### src/rtl/conv_pkg.sv
// Shared types and constants for the parametrised convolution engine.
package conv_pkg;

  localparam int DEF_DATA_W = 8;
  localparam int DEF_IN_DIM = 4;
  localparam int DEF_K_DIM  = 3;

  localparam logic LD_SEL_INPUT  = 1'b0;
  localparam logic LD_SEL_FILTER = 1'b1;

  typedef enum logic [1:0] {
    IDLE = 2'd0,
    CALC = 2'd1,
    OUT  = 2'd2,
    DONE = 2'd3
  } state_t;

  // Ceiling log2; clog2(1) is 0.
  function automatic int clog2(input int value);
    int r;
    r = 0;
    while ((1 << r) < value) begin
      r = r + 1;
    end
    return r;
  endfunction

endpackage

### src/rtl/conv_mac.sv
// Unsigned multiply-accumulate with synchronous clear and enable.
// sum is the value the accumulator loads next, so a caller can capture the final tap without waiting a cycle.
module conv_mac #(
  parameter int DATA_W = 8,
  parameter int ACC_W  = 20
) (
  input  logic              clk,
  input  logic              rst,
  input  logic              clr,
  input  logic              en,
  input  logic [DATA_W-1:0] a,
  input  logic [DATA_W-1:0] b,
  output logic [ACC_W-1:0]  sum
);

  logic [ACC_W-1:0]    acc_reg;
  logic [2*DATA_W-1:0] prod;

  assign prod = {{DATA_W{1'b0}}, a} * {{DATA_W{1'b0}}, b};
  assign sum  = acc_reg + ACC_W'(prod);

  always_ff @(posedge clk or negedge rst) begin
    if (!rst) begin
      acc_reg <= '0;
    end else if (clr) begin
      acc_reg <= '0;
    end else if (en) begin
      acc_reg <= sum;
    end
  end

endmodule

### src/rtl/param_conv_engine.sv
// Single-MAC sliding-window convolution engine with loadable input/filter buffers.
// Define CONV_SAT_EN to saturate results to all-ones instead of truncating.
module param_conv_engine
  import conv_pkg::*;
#(
  parameter int DATA_W = DEF_DATA_W,
  parameter int IN_DIM = DEF_IN_DIM,
  parameter int K_DIM  = DEF_K_DIM
) (
  input  logic                                   clk,
  input  logic                                   rst,
  input  logic                                   ld_valid,
  input  logic                                   ld_sel,
  input  logic [clog2(IN_DIM*IN_DIM)-1:0]        ld_addr,
  input  logic [DATA_W-1:0]                      ld_data,
  output logic                                   ld_ready,
  input  logic                                   start,
  output logic                                   busy,
  output logic                                   done,
  output logic                                   out_valid,
  input  logic                                   out_ready,
  output logic [DATA_W-1:0]                      out_data,
  output logic [clog2(IN_DIM-K_DIM+1)-1:0]       out_row,
  output logic [clog2(IN_DIM-K_DIM+1)-1:0]       out_col
);

  localparam int OUT_DIM = IN_DIM - K_DIM + 1;
  localparam int ACC_W   = 2*DATA_W + clog2(K_DIM*K_DIM);
  localparam int AW      = clog2(IN_DIM*IN_DIM);
  localparam int OW      = clog2(OUT_DIM);
  localparam int IN_N    = IN_DIM*IN_DIM;
  localparam int K_N     = K_DIM*K_DIM;
  localparam int TW      = (K_DIM > 1) ? clog2(K_DIM) : 1;
  localparam int FW      = (K_N > 1) ? clog2(K_N) : 1;
  localparam logic [AW:0] IN_N_W = (AW+1)'(IN_N);
  localparam logic [AW:0] K_N_W  = (AW+1)'(K_N);

  state_t state_reg, state_next;

  logic [OW-1:0]     row_reg, col_reg;
  logic [TW-1:0]     tr_reg, tc_reg;
  logic [DATA_W-1:0] in_mem  [IN_N];
  logic [DATA_W-1:0] flt_mem [K_N];
  logic [DATA_W-1:0] out_data_reg;
  logic [OW-1:0]     out_row_reg, out_col_reg;

  logic              wr_en, in_wr, flt_wr;
  logic              last_tap, last_pix, launch, accept;
  logic              mac_clr, mac_en;
  logic [AW-1:0]     in_addr;
  logic [FW-1:0]     flt_addr;
  logic [ACC_W-1:0]  sum;
  logic [DATA_W-1:0] result;

  assign wr_en  = ld_valid && (state_reg == IDLE);
  assign in_wr  = wr_en && (ld_sel == LD_SEL_INPUT)  && ({1'b0, ld_addr} < IN_N_W);
  assign flt_wr = wr_en && (ld_sel == LD_SEL_FILTER) && ({1'b0, ld_addr} < K_N_W);

  assign last_tap = (tr_reg == TW'(K_DIM-1)) && (tc_reg == TW'(K_DIM-1));
  assign last_pix = (row_reg == OW'(OUT_DIM-1)) && (col_reg == OW'(OUT_DIM-1));
  assign launch   = (state_reg == IDLE) && start;
  assign accept   = (state_reg == OUT) && out_ready;
  assign mac_clr  = launch || accept;
  assign mac_en   = (state_reg == CALC);

  always_comb begin
    in_addr  = AW'((int'(row_reg) + int'(tr_reg)) * IN_DIM + int'(col_reg) + int'(tc_reg));
    flt_addr = FW'(int'(tr_reg) * K_DIM + int'(tc_reg));
  end

  conv_mac #(
    .DATA_W (DATA_W),
    .ACC_W  (ACC_W)
  ) u_mac (
    .clk (clk),
    .rst (rst),
    .clr (mac_clr),
    .en  (mac_en),
    .a   (in_mem[in_addr]),
    .b   (flt_mem[flt_addr]),
    .sum (sum)
  );

`ifdef CONV_SAT_EN
  assign result = (|sum[ACC_W-1:DATA_W]) ? {DATA_W{1'b1}} : sum[DATA_W-1:0];
`else
  logic unused_hi;
  assign result    = sum[DATA_W-1:0];
  assign unused_hi = ^sum[ACC_W-1:DATA_W];
`endif

  // Buffers write only in IDLE, so a write alongside start lands before the first MAC reads it.
  always_ff @(posedge clk or negedge rst) begin
    if (!rst) begin
      for (int i = 0; i < IN_N; i++) in_mem[i] <= '0;
      for (int i = 0; i < K_N; i++)  flt_mem[i] <= '0;
    end else begin
      for (int i = 0; i < IN_N; i++) begin
        if (in_wr && (ld_addr == AW'(i))) in_mem[i] <= ld_data;
      end
      for (int i = 0; i < K_N; i++) begin
        if (flt_wr && (ld_addr == AW'(i))) flt_mem[i] <= ld_data;
      end
    end
  end

  always_ff @(posedge clk or negedge rst) begin
    if (!rst) begin
      state_reg <= IDLE;
    end else begin
      state_reg <= state_next;
    end
  end

  always_comb begin
    state_next = state_reg;
    ld_ready   = 1'b0;
    busy       = 1'b0;
    done       = 1'b0;
    out_valid  = 1'b0;
    case (state_reg)
      IDLE: begin
        ld_ready = 1'b1;
        if (start) state_next = CALC;
      end
      CALC: begin
        busy = 1'b1;
        if (last_tap) state_next = OUT;
      end
      OUT: begin
        busy      = 1'b1;
        out_valid = 1'b1;
        if (out_ready) state_next = last_pix ? DONE : CALC;
      end
      DONE: begin
        done       = 1'b1;
        state_next = IDLE;
      end
      default: state_next = IDLE;
    endcase
  end

  always_ff @(posedge clk or negedge rst) begin
    if (!rst) begin
      row_reg      <= '0;
      col_reg      <= '0;
      tr_reg       <= '0;
      tc_reg       <= '0;
      out_data_reg <= '0;
      out_row_reg  <= '0;
      out_col_reg  <= '0;
    end else begin
      if (launch) begin
        row_reg <= '0;
        col_reg <= '0;
        tr_reg  <= '0;
        tc_reg  <= '0;
      end
      if (state_reg == CALC) begin
        if (last_tap) begin
          tr_reg       <= '0;
          tc_reg       <= '0;
          out_data_reg <= result;
          out_row_reg  <= row_reg;
          out_col_reg  <= col_reg;
        end else if (tc_reg == TW'(K_DIM-1)) begin
          tc_reg <= '0;
          tr_reg <= tr_reg + TW'(1);
        end else begin
          tc_reg <= tc_reg + TW'(1);
        end
      end
      if (accept && !last_pix) begin
        if (col_reg == OW'(OUT_DIM-1)) begin
          col_reg <= '0;
          row_reg <= row_reg + OW'(1);
        end else begin
          col_reg <= col_reg + OW'(1);
        end
      end
    end
  end

  assign out_data = out_data_reg;
  assign out_row  = out_row_reg;
  assign out_col  = out_col_reg;

endmodule

### config.mk
export PLATFORM = sky130hd
export DESIGN_NAME = param_conv_engine
export DESIGN_NICKNAME = d
export VERILOG_FILES = /design/src/rtl/conv_pkg.sv /design/src/rtl/conv_mac.sv /design/src/rtl/param_conv_engine.sv
export SDC_FILE = /design/constraint.sdc
export NUM_CORES = 1
export LEC_CHECK = 0
export CAP_MARGIN = 20
export CORE_AREA = 10 10 160 162
export CTS_BUF_LIST = sky130_fd_sc_hd__clkbuf_2 sky130_fd_sc_hd__clkbuf_4 sky130_fd_sc_hd__clkbuf_8
export DETAILED_ROUTE_END_ITERATION = 12
export DIE_AREA = 0 0 170 172
export PLACE_DENSITY = 0.78
export SYNTH_ARGS = -nofsm -noshare
export SYNTH_HDL_FRONTEND = slang
export SYNTH_HIERARCHICAL = 1
export SYNTH_SLANG_ARGS = --single-unit
### constraint.sdc
create_clock -name clk -period 7.8 [get_ports clk]
set_input_delay 0.78 -clock clk [delete_from_list [all_inputs] [get_ports clk]]
set_output_delay 0.78 -clock clk [all_outputs]
set_load 0.03 [all_outputs]
==> impl_metrics.ini, run 1 <==
[cts]
cts-buffers-inserted = 40
cts_setup_buffers = 0
path_clk_slew_ns = 0.06
clockBufferDepth = 3
htree_levels = 2
clock_sinks = 226
cts_tree = built
cts_hold_buf = 0
post_cts_resized = 0
cts_root_buf = clkbuf_8
clk_latency_ns = 0.55

[timing]
layout_setup_ws_ns = 1.27
whs_ns = 0.205
min_period_over_period_pct = 83.7
max_freq_ghz = 0.153
max_slew_margin_pct = 26.9
worst-slew-pin-transition_ns = 1.10
setup_viol = 0
fin_crit_ns = 6.53
maxSlewViolCount = 0
final_hold_viol_count = 0
fin_skew_ns = 0.0296
rsz0062_at_grt = false
setup_tns_ns = 0

[floorplanning]
die_w_um = 170
io_pins = 32
rows = 55
core_um2 = 22400
dieArea_um2 = 29200
die_height_um = 172
initial_core_util_pct = 53.5

[critical_path]
cp.required_ns = 8.22
cpMaxStageDelayCell = ha_1
crit_fanout = 25
worstPathArrival_ns = 6.94
critPathCaptureType = flop
cpMostUsedCell = fa_1
start_kind = flop
slowest_delay_ns = 1.03
path_buf_inv = 2
critical_path_class = flop to flop
path_delay_family = adder cells
crit_chain = fa_1, ha_1, mux4_2, nor2_1, o31ai_1, nand2_1, fa_1, inv_1, fa_1, ha_1, inv_1, fa_1, fa_1, nand2b_1, nand2b_1, a21oi_1, xnor2_1, mux2_2

[yosys]
netlist_instances = 857
syn_area_um2 = 12000
synth_fp_nets = 930
yosys_warnings = 6
synth_area_per_cell_um2 = 14.0

[place]
gp_congestion = 0.788
pre_cts_ws_ns = 1.26
post-dp-hpwl_um = 16500
place_inst = 1130
dpl_cell_area_um2 = 12500
port_buffers = 31

[routing]
drc = 0
wl_per_cell_um = 20.8
routed_via_density = 5.77
ant_nets = 0
initialDrtViolationCount = 343
first_pass_iters = 4
wirelength_um = 25000
via_count = 6935

[grt]
grt_start_max_net_pins = 81
gr-total-overflow = 0
grt_pass1_vias = 7483
track_usage_pct = 17.9
grt_first_pass_wirelength_um = 41200
antenna_found_initial = 0

[power_and_ir_drop]
ir_drop_uv = 153
p_sw_share_pct = 35.4
power_frac_clock_pct = 25.9
switching_power_uw = 1600
leakage_uw = 0.00641
power.density_nw_per_um2 = 339
pwr-share-seq_pct = 34.1
p_int_uw = 2920
combPwrFrac_pct = 40.0

[finish]
syn_to_final_growth_pct = 11.6
largest_reg_flops = 128
final_cell_count_no_fill = 1202
largestRegisters = in_mem x128, flt_mem x72
layout-drive-gt1-share_pct = 39.0
n_antenna_cell = 0
regMostFlops = in_mem
stdcell_area_um2 = 13400
num-nets-final = 961

[hold_path]
hp-class = primary input to async pin

[flow_run]
maxCapViolations = 0

[outcome]
outcome = complete, no violations
## final timing paths
check | start | to | slack [ns] | cells after the start
setup / recovery | tr_reg[0] | out_data[7] | 1.27 | 18
hold / removal | rst | in_mem[83] | 0.21 | 1
setup reg to reg | tr_reg[0] | out_data[7] | 1.27 | 18
hold reg to reg | in_mem[123] | in_mem[123] | 0.50 | 1
max in group asynchronous | rst | flt_mem[34] | 6.23 | 2
min in group clk | in_mem[123] | in_mem[123] | 0.50 | 1
## cell type report
class / count / area (um^2)
fill: 1686 / 9010
multi-input combinational: 528 / 5880
sequential: 226 / 5660
clock buffer: 65 / 801
timing repair buffer: 40 / 403
tap: 285 / 357
inverter: 52 / 195
clock inverter: 6 / 70.1
## placed cells by master, fill, tap and decap left out, drive strengths merged, types with 2 or more instances in the layout
cell and count:
or4 2, nand3 10, mux2 226, nor4 3, nand3b 7, clkdlybuf4s50 30
and2 16, dfrtp 226, a21oi 3, mux2i 55, nand2 39, nor3 12
clkinv 4, buf 10, nor2b 3, nand2b 8, o21ai 2, inv 53
nor2 18, mux4 32, o22ai 10, ha 28, a211oi 2, clkbuf 65
xnor2 5, fa 27, o31ai 10
## per-layer routing
metal  vias up  track usage [%]  part of all wire (%)
li1       3099                -                     -
met5         -                0                     0
met2       131             28.4                    48
met3        40             3.19                   4.2
met4         0             6.22                   2.4
met1      3665             24.4                    46
## through the flow
| step | total power, uW | utilization [%] |
|---|---|---|
| finish | 4520 | 59.7 |
| global route | 4800 | 59.7 |
| CTS | 4560 | 59.6 |
| detailed placement | 3380 | 55.7 |
| global placement | 3320 | 55.7 |
| floorplan | 2910 | - |
## power groups by stage
stage | logic [uW] | registers, uW | clock network (uW)
floorplan | 1380 | 1530 | 0
global placement | 1780 | 1550 | 0
detailed placement | 1820 | 1560 | 0
CTS | 1830 | 1540 | 1190
global route | 1980 | 1570 | 1250
finish | 1810 | 1540 | 1170
Power figures use the tool's default switching activity.
==> run 2: changes to the inputs <==
Settings changed: CORE_AREA 10 10 160 162 to 10 10 166 168, DIE_AREA 0 0 170 172 to 0 0 176 178, PLACE_DENSITY 0.78 to 0.75.
Clock period 7.8 ns to 5.7 ns, I/O delays scaled along.
==> impl_metrics.ini, run 2 (same netlist as run 1, synthesis figures left out) <==
[outcome]
outcome = complete, no violations

[routing]
wl_per_cell_um = 19.8
ant_nets = 0
routed_via_density = 5.53
drc = 0
initialDrtViolationCount = 372
first_pass_iters = 4
wirelength_um = 25100
via_count = 7025

[grt]
antenna_found_initial = 0
grt.busiest_layer = met2
gr-total-overflow = 0
grt_use_met3_pct = 3.11
use_met1_pct = 22.0
use_met2_pct = 26.7
grt_first_pass_wirelength_um = 41100
grt_start_max_net_pins = 137
track_usage_pct = 16.4
grt_pass1_vias = 7476

[finish]
most-common-layout-cells = dfrtp_1, mux2_2, mux2i_1, inv_1, clkbuf_8
layout-drive-gt1-share_pct = 43.5
largestRegisters = in_mem x128, flt_mem x72
syn_to_final_growth_pct = 15.3
n_antenna_cell = 0
layout_commonest_cell = dfrtp_1
largest_reg_flops = 128
finalCoreUtilization_pct = 57.3
regMostFlops = in_mem
num-nets-final = 994

[cts]
cts_tree = built
htree_levels = 2
clk_latency_ns = 0.54
clockBufferDepth = 3
cts_root_buf = clkbuf_8
clock_sinks = 226
path_clk_slew_ns = 0.06
cts-buffers-inserted = 39

[power_and_ir_drop]
p_int_uw = 4260
power.density_nw_per_um2 = 475
pwr-share-seq_pct = 31.8
p_sw_share_pct = 35.1
power_frac_clock_pct = 22.7
combPwrFrac_pct = 45.5
leakage_uw = 0.00659
switching_power_uw = 2300
ir_drop_uv = 339

[critical_path]
cpMostUsedCell = fa_1
start_kind = flop
slowest_delay_ns = 0.54
critical_path_class = flop to flop
cp.required_ns = 6.11
crit_chain = fa_1, ha_2, fa_2, buf_6, nand2b_4, o22ai_1, o31ai_2, buf_4, buf_4, nand2_1, fa_1, inv_1, fa_1, inv_1, fa_1, fa_1, inv_1, ha_4, a21oi_4, xnor2_2, mux2_2
worstPathArrival_ns = 5.93
cpMaxStageDelayCell = fa_2
critPathCaptureType = flop
crit_fanout = 8

[floorplanning]
initial_core_util_pct = 49.7
core_um2 = 24100
die_w_um = 176
io_pins = 32
rows = 57
dieArea_um2 = 31300
die_height_um = 178

[timing]
setup_viol = 0
setup_tns_ns = 0
fin_crit_ns = 5.52
worst-slew-pin-transition_ns = 1.13
maxSlewViolCount = 0
fin_skew_ns = 0.0200
min_period_over_period_pct = 96.9
max_slew_margin_pct = 24.4
max_freq_ghz = 0.181
final_hold_viol_count = 0
rsz0062_at_grt = true

[place]
post-dp-hpwl_um = 16700
port_buffers = 31
gp_congestion = 0.856

[hold_path]
hp-class = primary input to async pin

[flow_run]
maxCapViolations = 0
[run 2: changes by cell type in the layout (fill, tap and decap cells not counted), moves of 3 or more]
cell / change
nand2_1: -3
buf_4: +26
nand2b_1: -3
o31ai_2: +6
nand2b_4: +3
o31ai_1: -6
buf_6: +3
buf_12: +5
ha_4: +3
ha_1: -5
clkbuf_8: -6
[run 2: what timing repair did]
action / CTS / global route
hold buffers: 0 / 0
endpoints found under the setup margin: 1 / 6
gates resized for setup: 4 / 26
buffers inserted: 0 / 7
pin swaps: 0 / 16
[run 2: worst paths after layout]
check	endpoint	depth (start not counted)	startpoint	slack, ns
min reg2reg	flt_mem[34]	1	flt_mem[34]	0.50
max in group asynchronous	in_mem[63]	2	rst	4.25
max	out_data[7]	21	tc_reg[1]	0.18
max reg2reg	out_data[7]	21	tc_reg[1]	0.18
min in group clk	flt_mem[34]	1	flt_mem[34]	0.50
min	in_mem[17]	1	rst	0.12
[run 2: area by class of cell]
cell class / count / area [um^2]
multi-input combinational: 528 / 6040
timing repair buffer: 74 / 719
inverter: 52 / 195
clock buffer: 59 / 718
fill: 1950 / 10300
tap: 324 / 405
clock inverter: 8 / 73.8
sequential: 226 / 5660
[run 2: power groups by stage]
stage	combinational, uW	sequential [uW]	clock, uW
floorplan	1900	2100	0
global route	3230	2130	1610
global placement	2740	2100	0
CTS	2810	2080	1540
detailed placement	2790	2110	0
finish	2990	2080	1490
[run 2: worst max-delay path, delay by kind of cell (launching register included)]
family | cells | cell delay, ns
adders and majority gates | 8 | 3.45
buffers and inverters | 6 | 0.62
AOI/OAI and AO/OA | 3 | 0.45
muxes | 1 | 0.26
and+or+nand+nor | 2 | 0.16
xor gates and xnor gates | 1 | 0.08
DFF | 1 | 0.39
[run 2: through the flow]
step / setup slack [ns] / total power (uW) / area (um^2) / cells / hold slack [ns]
6_report: 0.179 / 6560 / 13800 / 1271 / 0.118
5_1_grt: -0.0393 / 6960 / 13800 / 1271 / 0.213
4_1_cts: 0.0391 / 6430 / 13600 / 1263 / 0.185
3_5_place_dp: -0.0199 / 4900 / 12800 / 1196 / 0.490
3_3_place_gp: 0.0840 / 4840 / 12800 / 1196 / 0.482
2_1_floorplan: 0.00149 / 3990 / 12000 / 857 / 0.274
[run 2: per-layer routing]
layer,vias to the layer above,share of wire [%]
met5,-,0
met4,0,2.1
met3,40,4.5
met2,131,49
met1,3685,44
li1,3169,-
